File: src/rtl/controller_link_tx.sv
// Debounces three buttons and sends them as 7-bit serial frames (start, 4 data, even parity, stop).
// First tx bit one cycle after launch; a launch needs pending and enable, and frames are never truncated.
module controller_link_tx #(
    parameter int CLK_HZ          = 50000000,
    parameter int BAUD            = 115200,
    parameter int DEBOUNCE_CYCLES = 500000,
    parameter int REFRESH_CYCLES  = 833333
) (
    input  logic       clk,
    input  logic       rst_n,
    input  logic       btn_left_n,
    input  logic       btn_right_n,
    input  logic       btn_attack_n,
    input  logic       enable,
    output logic       tx,
    output logic       busy,
    output logic       frame_sent,
    output logic [2:0] btn_state,
    output logic       tx_seq
);

    localparam int CLKS_PER_BIT = CLK_HZ / BAUD;
    localparam int BIT_W = (CLKS_PER_BIT > 1) ? $clog2(CLKS_PER_BIT) : 1;
    localparam int DEB_W = (DEBOUNCE_CYCLES > 1) ? $clog2(DEBOUNCE_CYCLES) : 1;
    localparam int REF_W = (REFRESH_CYCLES > 1) ? $clog2(REFRESH_CYCLES) : 1;
    localparam logic [BIT_W-1:0] BIT_LAST = BIT_W'(CLKS_PER_BIT - 1);
    localparam logic [DEB_W-1:0] DEB_LAST = DEB_W'(DEBOUNCE_CYCLES - 1);
    localparam logic [REF_W-1:0] REF_LAST = REF_W'(REFRESH_CYCLES - 1);

    typedef enum logic [2:0] {
        IDLE   = 3'd0,
        START  = 3'd1,
        DATA   = 3'd2,
        PARITY = 3'd3,
        STOP   = 3'd4
    } state_t;

    state_t             r_state;
    state_t             w_state_nxt;
    logic [2:0]         r_sync1;
    logic [2:0]         r_sync2;
    logic [2:0]         r_btn_state;
    logic [2:0]         r_btn_prev;
    logic [DEB_W-1:0]   r_deb_cnt [3];
    logic [REF_W-1:0]   r_refresh_cnt;
    logic [BIT_W-1:0]   r_clk_cnt;
    logic [1:0]         r_bit_idx;
    logic [3:0]         r_shift;
    logic               r_parity;
    logic               r_pending;
    logic               r_tx_seq;

    logic [2:0]         w_btn_raw;
    logic               w_bit_done;
    logic               w_launch;
    logic               w_btn_changed;
    logic               w_refresh_hit;
    logic               w_tx;
    logic               w_frame_sent;
    logic [3:0]         w_snapshot;

    // Buttons are active-low; the synchronizer holds active-high so reset means released.
    assign w_btn_raw = {~btn_attack_n, ~btn_right_n, ~btn_left_n};

    always_ff @(posedge clk or negedge rst_n) begin
        if (!rst_n) begin
            r_sync1     <= '0;
            r_sync2     <= '0;
            r_btn_state <= '0;
            r_btn_prev  <= '0;
            for (int i = 0; i < 3; i++) begin
                r_deb_cnt[i] <= '0;
            end
        end else begin
            r_sync1    <= w_btn_raw;
            r_sync2    <= r_sync1;
            r_btn_prev <= r_btn_state;
            for (int i = 0; i < 3; i++) begin
                if (r_sync2[i] != r_btn_state[i]) begin
                    if (r_deb_cnt[i] == DEB_LAST) begin
                        r_btn_state[i] <= r_sync2[i];
                        r_deb_cnt[i]   <= '0;
                    end else begin
                        r_deb_cnt[i] <= r_deb_cnt[i] + 1'b1;
                    end
                end else begin
                    r_deb_cnt[i] <= '0;
                end
            end
        end
    end

    assign w_btn_changed = (r_btn_state != r_btn_prev);
    assign w_refresh_hit = (r_state == IDLE) && (r_refresh_cnt == REF_LAST);
    assign w_bit_done    = (r_clk_cnt == BIT_LAST);
    assign w_snapshot    = {~r_tx_seq, r_btn_state};

    always_ff @(posedge clk or negedge rst_n) begin
        if (!rst_n) begin
            r_state <= IDLE;
        end else begin
            r_state <= w_state_nxt;
        end
    end

    always_comb begin
        w_state_nxt  = r_state;
        w_launch     = 1'b0;
        w_tx         = 1'b1;
        w_frame_sent = 1'b0;
        case (r_state)
            IDLE: begin
                if (r_pending && enable) begin
                    w_launch    = 1'b1;
                    w_state_nxt = START;
                end
            end
            START: begin
                w_tx = 1'b0;
                if (w_bit_done) begin
                    w_state_nxt = DATA;
                end
            end
            DATA: begin
                w_tx = r_shift[0];
                if (w_bit_done && (r_bit_idx == 2'd3)) begin
                    w_state_nxt = PARITY;
                end
            end
            PARITY: begin
                w_tx = r_parity;
                if (w_bit_done) begin
                    w_state_nxt = STOP;
                end
            end
            STOP: begin
                if (w_bit_done) begin
                    w_frame_sent = 1'b1;
                    // Back-to-back launch keeps the line busy with no idle gap.
                    if (r_pending && enable) begin
                        w_launch    = 1'b1;
                        w_state_nxt = START;
                    end else begin
                        w_state_nxt = IDLE;
                    end
                end
            end
            default: begin
                w_state_nxt = IDLE;
            end
        endcase
    end

    always_ff @(posedge clk or negedge rst_n) begin
        if (!rst_n) begin
            r_clk_cnt     <= '0;
            r_bit_idx     <= '0;
            r_shift       <= '0;
            r_parity      <= 1'b0;
            r_tx_seq      <= 1'b0;
            r_refresh_cnt <= '0;
            r_pending     <= 1'b0;
        end else begin
            if (w_launch) begin
                r_clk_cnt <= '0;
                r_bit_idx <= '0;
                r_shift   <= w_snapshot;
                r_parity  <= ^w_snapshot;
                r_tx_seq  <= ~r_tx_seq;
            end else if (r_state == IDLE) begin
                r_clk_cnt <= '0;
            end else begin
                r_clk_cnt <= w_bit_done ? '0 : r_clk_cnt + 1'b1;
                if ((r_state == DATA) && w_bit_done) begin
                    r_bit_idx <= r_bit_idx + 1'b1;
                    r_shift   <= {1'b0, r_shift[3:1]};
                end
            end

            if (w_launch || w_refresh_hit) begin
                r_refresh_cnt <= '0;
            end else if (r_state == IDLE) begin
                r_refresh_cnt <= r_refresh_cnt + 1'b1;
            end

            // A new request in the launch cycle wins so the latest state is resent.
            if (w_btn_changed || w_refresh_hit) begin
                r_pending <= 1'b1;
            end else if (w_launch) begin
                r_pending <= 1'b0;
            end
        end
    end

    assign tx         = w_tx;
    assign busy       = (r_state != IDLE);
    assign frame_sent = w_frame_sent;
    assign btn_state  = r_btn_state;
    assign tx_seq     = r_tx_seq;

endmodule

File: config.mk
export PLATFORM = sky130hd
export DESIGN_NAME = controller_link_tx
export DESIGN_NICKNAME = d
export VERILOG_FILES = /design/src/rtl/controller_link_tx.sv
export SDC_FILE = /design/constraint.sdc
export NUM_CORES = 1
export LEC_CHECK = 0
export BUFFER_PORTS_ARGS = -buffer_cell sky130_fd_sc_hd__buf_2
export CAP_MARGIN = 10
export CORE_UTILIZATION = 55
export CTS_BUF_LIST = sky130_fd_sc_hd__clkbuf_8 sky130_fd_sc_hd__clkbuf_16
export CTS_CLUSTER_DIAMETER = 50
export DETAILED_ROUTE_END_ITERATION = 12
export HOLD_SLACK_MARGIN = 0.02
export PLACE_DENSITY = 0.73
export SETUP_SLACK_MARGIN = 0.4
export SLEW_MARGIN = 25
export SYNTH_ARGS = -nofsm -noshare
export SYNTH_HDL_FRONTEND = slang
export SYNTH_SLANG_ARGS = --single-unit
File: constraint.sdc
create_clock -name clk -period 8 [get_ports clk]
set_clock_uncertainty 0.15 [all_clocks]
set_input_delay 1.2 -clock clk [delete_from_list [all_inputs] [get_ports clk]]
set_output_delay 1.2 -clock clk [all_outputs]
set_load 0.005 [all_outputs]
# [After elaboration in Yosys (flattened, before gate mapping)]
# Index checks and enable logic that the tools add are counted.
[word_totals] input_bits=6 regBits=110 output_inout_bits=7 word_cells=96
[op_classes] n_addsub=6 muxes=32 reduce_logical=17 n_eq_ne=20 n_bitwise=4
[ops] operator="$mux W19" n=6
[ops] operator="$add A19 B1 Y19 const B" n=3
[ops] operator="$eq A19 B19 Y1 const B" n=3
[ops] operator="$mux W20" n=2
[ops] operator="$mux W9" n=3
[ops] operator="$add A20 B1 Y20 const B" n=1
[ops] operator="$eq A20 B20 Y1 const B" n=1
[ops] operator="$mux W3" n=5
[ops] operator="$pmux W3 S5" n=1
[ops] operator="$mux W4" n=3
[ops] operator="$ne A2 B2 Y1 const B" n=5
[ops] operator="$add A9 B1 Y9 const B" n=1
[ops] operator="$eq A9 B9 Y1 const B" n=1
[ops] operator="$reduce_and A2 Y1" n=4
[ops] operator="$mux W1" n=7
[ops] operator="$eq A3 B2 Y1 const B" n=2
[ops] operator="$mux W2" n=3
[ops] operator="$reduce_bool A2 Y1" n=3
[ops] operator="$reduce_and A5 Y1" n=1
[ops] operator="$logic_and A1 B1 Y1" n=4
[ops] operator="$not A1 Y1" n=4
[ops] operator="$reduce_xor A4 Y1" n=1
[ops] operator="$eq A3 B1 Y1 const B" n=1
[ops] operator="$eq A3 B3 Y1 const B" n=1
[ops] operator="other kinds (10)" n=13

# [Logic depth before layout (Yosys ltp)]
[logic_depth] word_depth=6 ltp_mapped=8 depth_no_buf=6

# [Worst setup path before layout]
# Ideal clock, no wire load.
[synth_path] kind="register to register" start="register r_state[0]" end="register r_refresh_cnt[15]" t_required_ns=7.756 arrival_ns=2.277 path_stages_with_launch=7 setup_slack_ns=5.479 synth_period_minus_slack_ns=2.521 n_path_buf=2 setup_ns=0.094 cell_sequence="dfrtp_1 > buf_6 > or4b_1 > buf_2 > or4_4 > or4_1 > a211oi_1"
[synth_via] elab_chain_len=4 elab_cells_between_ends=7 classes_between="1 x eq/ne; 2 x mux; 4 x reduce/logical"
[synth_lines] element="start: declaration" line_no="38" source="state_t r_state;"
[synth_lines] element="start signal: assignment" line_no="102" source="r_state <= w_state_nxt;"
[synth_lines] element="$eq A3 B3 Y1 / $logic_not A3 Y1 (equally long branches)" line_no="111, 94, 182"
[synth_lines] element="$pmux W1 S2 / $logic_and A1 B1 Y1 (equally long branches)" line_no="111, 94"
[synth_lines] element="$logic_or A1 B1 Y1" line_no="180" source="if (w_launch || w_refresh_hit) begin"
[synth_lines] element="$mux W20 / $reduce_bool A2 Y1 (equally long branches)"
[synth_lines] element="end signal: assignment" line_no="183" source="r_refresh_cnt <= r_refresh_cnt + 1'b1;"
[synth_lines] element="end: declaration" line_no="45" source="logic [REF_W-1:0] r_refresh_cnt;"
# Parallel ways exist; a longest one is shown, timed or not.
# A chain may end at the register's enable or synchronous reset.

# [Final worst setup path]
[layout_path] start="register r_state[0]" end="output frame_sent"
[layout_via] elab_chain_len=2
[layout_lines] element="$eq A3 B3 Y1" line_no="111" source="case (r_state)"
[layout_lines] element="$mux W1" line_no="111"
[layout_lines] element="end: declaration" line_no="17" source="output logic frame_sent,"
# Every way passes these cells.

==> flow_summary.json <==
{
  "htreeDepth": 3,
  "yosysSeqAreaShare_pct": 50.3,
  "grt_use_total_pct": 21.7,
  "avgSynthCellArea_um2": 9.90,
  "ys_top_cells_by_area": "dfrtp_1 50%, xnor2_1 6.1%, nor2_1 4.5%",
  "cts_tree": "yes",
  "cts_buffer_depth": 2,
  "yosysTopAreaCell": "dfrtp_1",
  "drv_slew": 0,
  "path_max_fanout": 10,
  "syn_inst": 553,
  "yosys_warnings": 0,
  "io_buffers": 12,
  "avgRoutedWirePerCell_um": 14.6,
  "power_density_mw_per_mm2": 163,
  "start_util_pct": 56.3,
  "grt_pass1_wl_um": 17600,
  "cts.sinks": 110,
  "via_per_inst": 5.78,
  "async_flop_share_pct": 100,
  "placed_cells": 681,
  "placed_area_mm2": 0.00563,
  "cts-root-buf": "clkbuf_8",
  "leakagePower_nw": 2.42,
  "insertion_delay_ns": 0.39,
  "syn2layout_area_growth_pct": 7.02,
  "hold_viol": 0,
  "critPathTopFamily": "simple AND/OR/NAND/NOR gates",
  "fmaxAchievable_mhz": 326,
  "firstDrtPassIters": 5,
  "antenna_cells": 0,
  "mappedNetlistNets": 567,
  "num_vias": 4027,
  "drtAntennaViolNets": 0,
  "fin_crit_ns": 3.07,
  "vdd_drop_max_mv": 0.116,
  "cp-start-kind": "register",
  "hold_buffers": 0,
  "grt_start_max_net_pins": 66,
  "dieArea_mm2": 0.0104,
  "swShare_pct": 24.4,
  "cts_resized": 0,
  "maxCapViolCount": 0,
  "antenna_found_initial": 0,
  "tns_ns": 0,
  "dieHeight_um": 102,
  "endpoint_kind": "output pin",
  "slowest_stage": "dfrtp_1",
  "fin_util_pct": 60.2,
  "p_clk_share_pct": 38.2,
  "synth_seq_cells": 110,
  "setup_ws_ns": 4.93,
  "routed_wirelength_um": 10200,
  "status": "completed",
  "drt_iter0_drc": 163,
  "synth_top_area_share_pct": 50.3,
  "clkTransAtPathRegs_ns": 0.11,
  "worstPathRequired_ns": 6.65,
  "ys_types": 53,
  "die_w_um": 102,
  "place_congestion": 0.868,
  "post-place-ws_ns": 4.87,
  "crit_arrival_ns": 1.72,
  "power.internal_uw": 722,
  "power_frac_comb_pct": 2.6,
  "grt_overflow": 0,
  "hold_path.class": "reg -> reg",
  "final_cells": 697,
  "rows": 36,
  "post-route-period-util_pct": 38.4,
  "reg2reg_slack_ns": 5.17,
  "synth_top_cells_by_count": "110 x dfrtp_1, 65 x nor2_1, 38 x xnor2_1",
  "crit_type": "reg -> out",
  "final_area_mm2": 0.00586,
  "syn_area_mm2": 0.00547,
  "nets": 573,
  "synth.most_common_cell": "dfrtp_1",
  "worst_path_largest_cell_delay_ns": 0.51,
  "cts_buffers": 9,
  "synth-edff-count": 0,
  "p_sw_uw": 233,
  "path_cells": "or2_2 > nor4_1 > buf_2",
  "grt_setup_unrepaired": "false",
  "setup_viol": 0,
  "cts_setup_buffers": 0,
  "core_area_mm2": 0.00973,
  "drc": 0,
  "relSlewSlack_pct": 36.1,
  "p_seq_share_pct": 59.2,
  "io_pins": 13,
  "hpwl_um": 6920,
  "yosys_most_used_dff": "dfrtp_1",
  "worst_slew_pin_slew_ns": 0.958,
  "grt_pass1_vias": 3934,
  "cp.buffers_inverters": 1,
  "layout-drive-gt1-share_pct": 8.87
}
==> final timing paths <==
kind                         startpoint       endpoint  cells past startpoint
max                          r_state[0]     frame_sent                      3
min                          r_sync1[1]     r_sync2[1]                      0
max reg2reg                r_clk_cnt[1]       r_parity                      6
min reg2reg                  r_sync1[1]     r_sync2[1]                      0
max in group asynchronous         rst_n   r_deb_cnt[1]                      2
min in group asynchronous         rst_n  r_deb_cnt[11]                      1
==> registers in the layout, summed over array words and instances (netlist names) <==
signal / flops
r_deb_cnt: 57
r_refresh_cnt: 20
r_clk_cnt: 9
r_shift: 4
btn_state: 3
r_btn_prev: 3
r_state: 3
r_sync1: 3
r_sync2: 3
r_bit_idx: 2
r_parity: 1
r_pending: 1
tx_seq: 1
==> power by group through the flow <==
stage / Clock [mW] / Combinational [mW] / Sequential (mW)
after floorplan: 0 / 0.0107 / 0.575
after global placement: 0 / 0.0255 / 0.576
after detailed placement: 0 / 0.0264 / 0.576
after CTS: 0.378 / 0.0267 / 0.565
after global routing: 0.396 / 0.0301 / 0.566
final: 0.365 / 0.0251 / 0.565
==> per-stage QoR <==
| stage | power [mW] | hold WS (ns) |
|---|---|---|
| CTS | 0.970 | 0.214 |
| global placement | 0.601 | 0.182 |
| global route | 0.992 | 0.214 |
| finish | 0.955 | 0.216 |
| floorplan | 0.586 | 0.181 |
| detailed placement | 0.603 | 0.191 |
==> kinds of logic (layout without fill, tap and decap cells) <==
group / after synthesis / in the layout / share of synthesized area [%]
muxes: 7 / 7 / 1.37
and+or+nand+nor: 254 / 254 / 25.1
xor gates and xnor gates: 63 / 63 / 10.1
AOI/OAI and AO/OA: 69 / 69 / 7.96
DFF: 110 / 110 / 50.3
adders and majority gates: 8 / 8 / 1.83
buffers and inverters: 42 / 53 / 3.36
==> layer usage <==
metal	part of all wire [%]	global-route usage, %	routed length (um)
met4	1.6	8.14	165
met1	46	27.5	4660
met5	0	0	0
met3	2.8	4.49	285
met2	50	36.6	5060
==> worst reg2reg max path, cell delays in order, from the launching register on <==
cell	delay, ns
dfrtp_1	0.43
inv_1	0.07
ha_1	0.17
nand4b_1	0.22
o21ai_1	0.43
and2_1	0.84
mux2_2	0.42
==> placed cells by master, fill, tap and decap left out, drive strengths merged, types with 19 or more instances in the layout <==
cell	instances
a21oi	19
o21ai	21
nand2	33
nor2	65
dfrtp	110
xnor2	38
inv	26
xor2	25
nand4	21
nand3	35
==> final cells by class <==
cell class	count	area [um2]
timing repair buffer	15	85.1
inverter	22	82.6
multi-input combinational	401	2550
clock inverter	7	100
sequential	110	2750
tap	133	166
clock buffer	9	124
fill	843	3870
(Power assumes the default switching activity.)
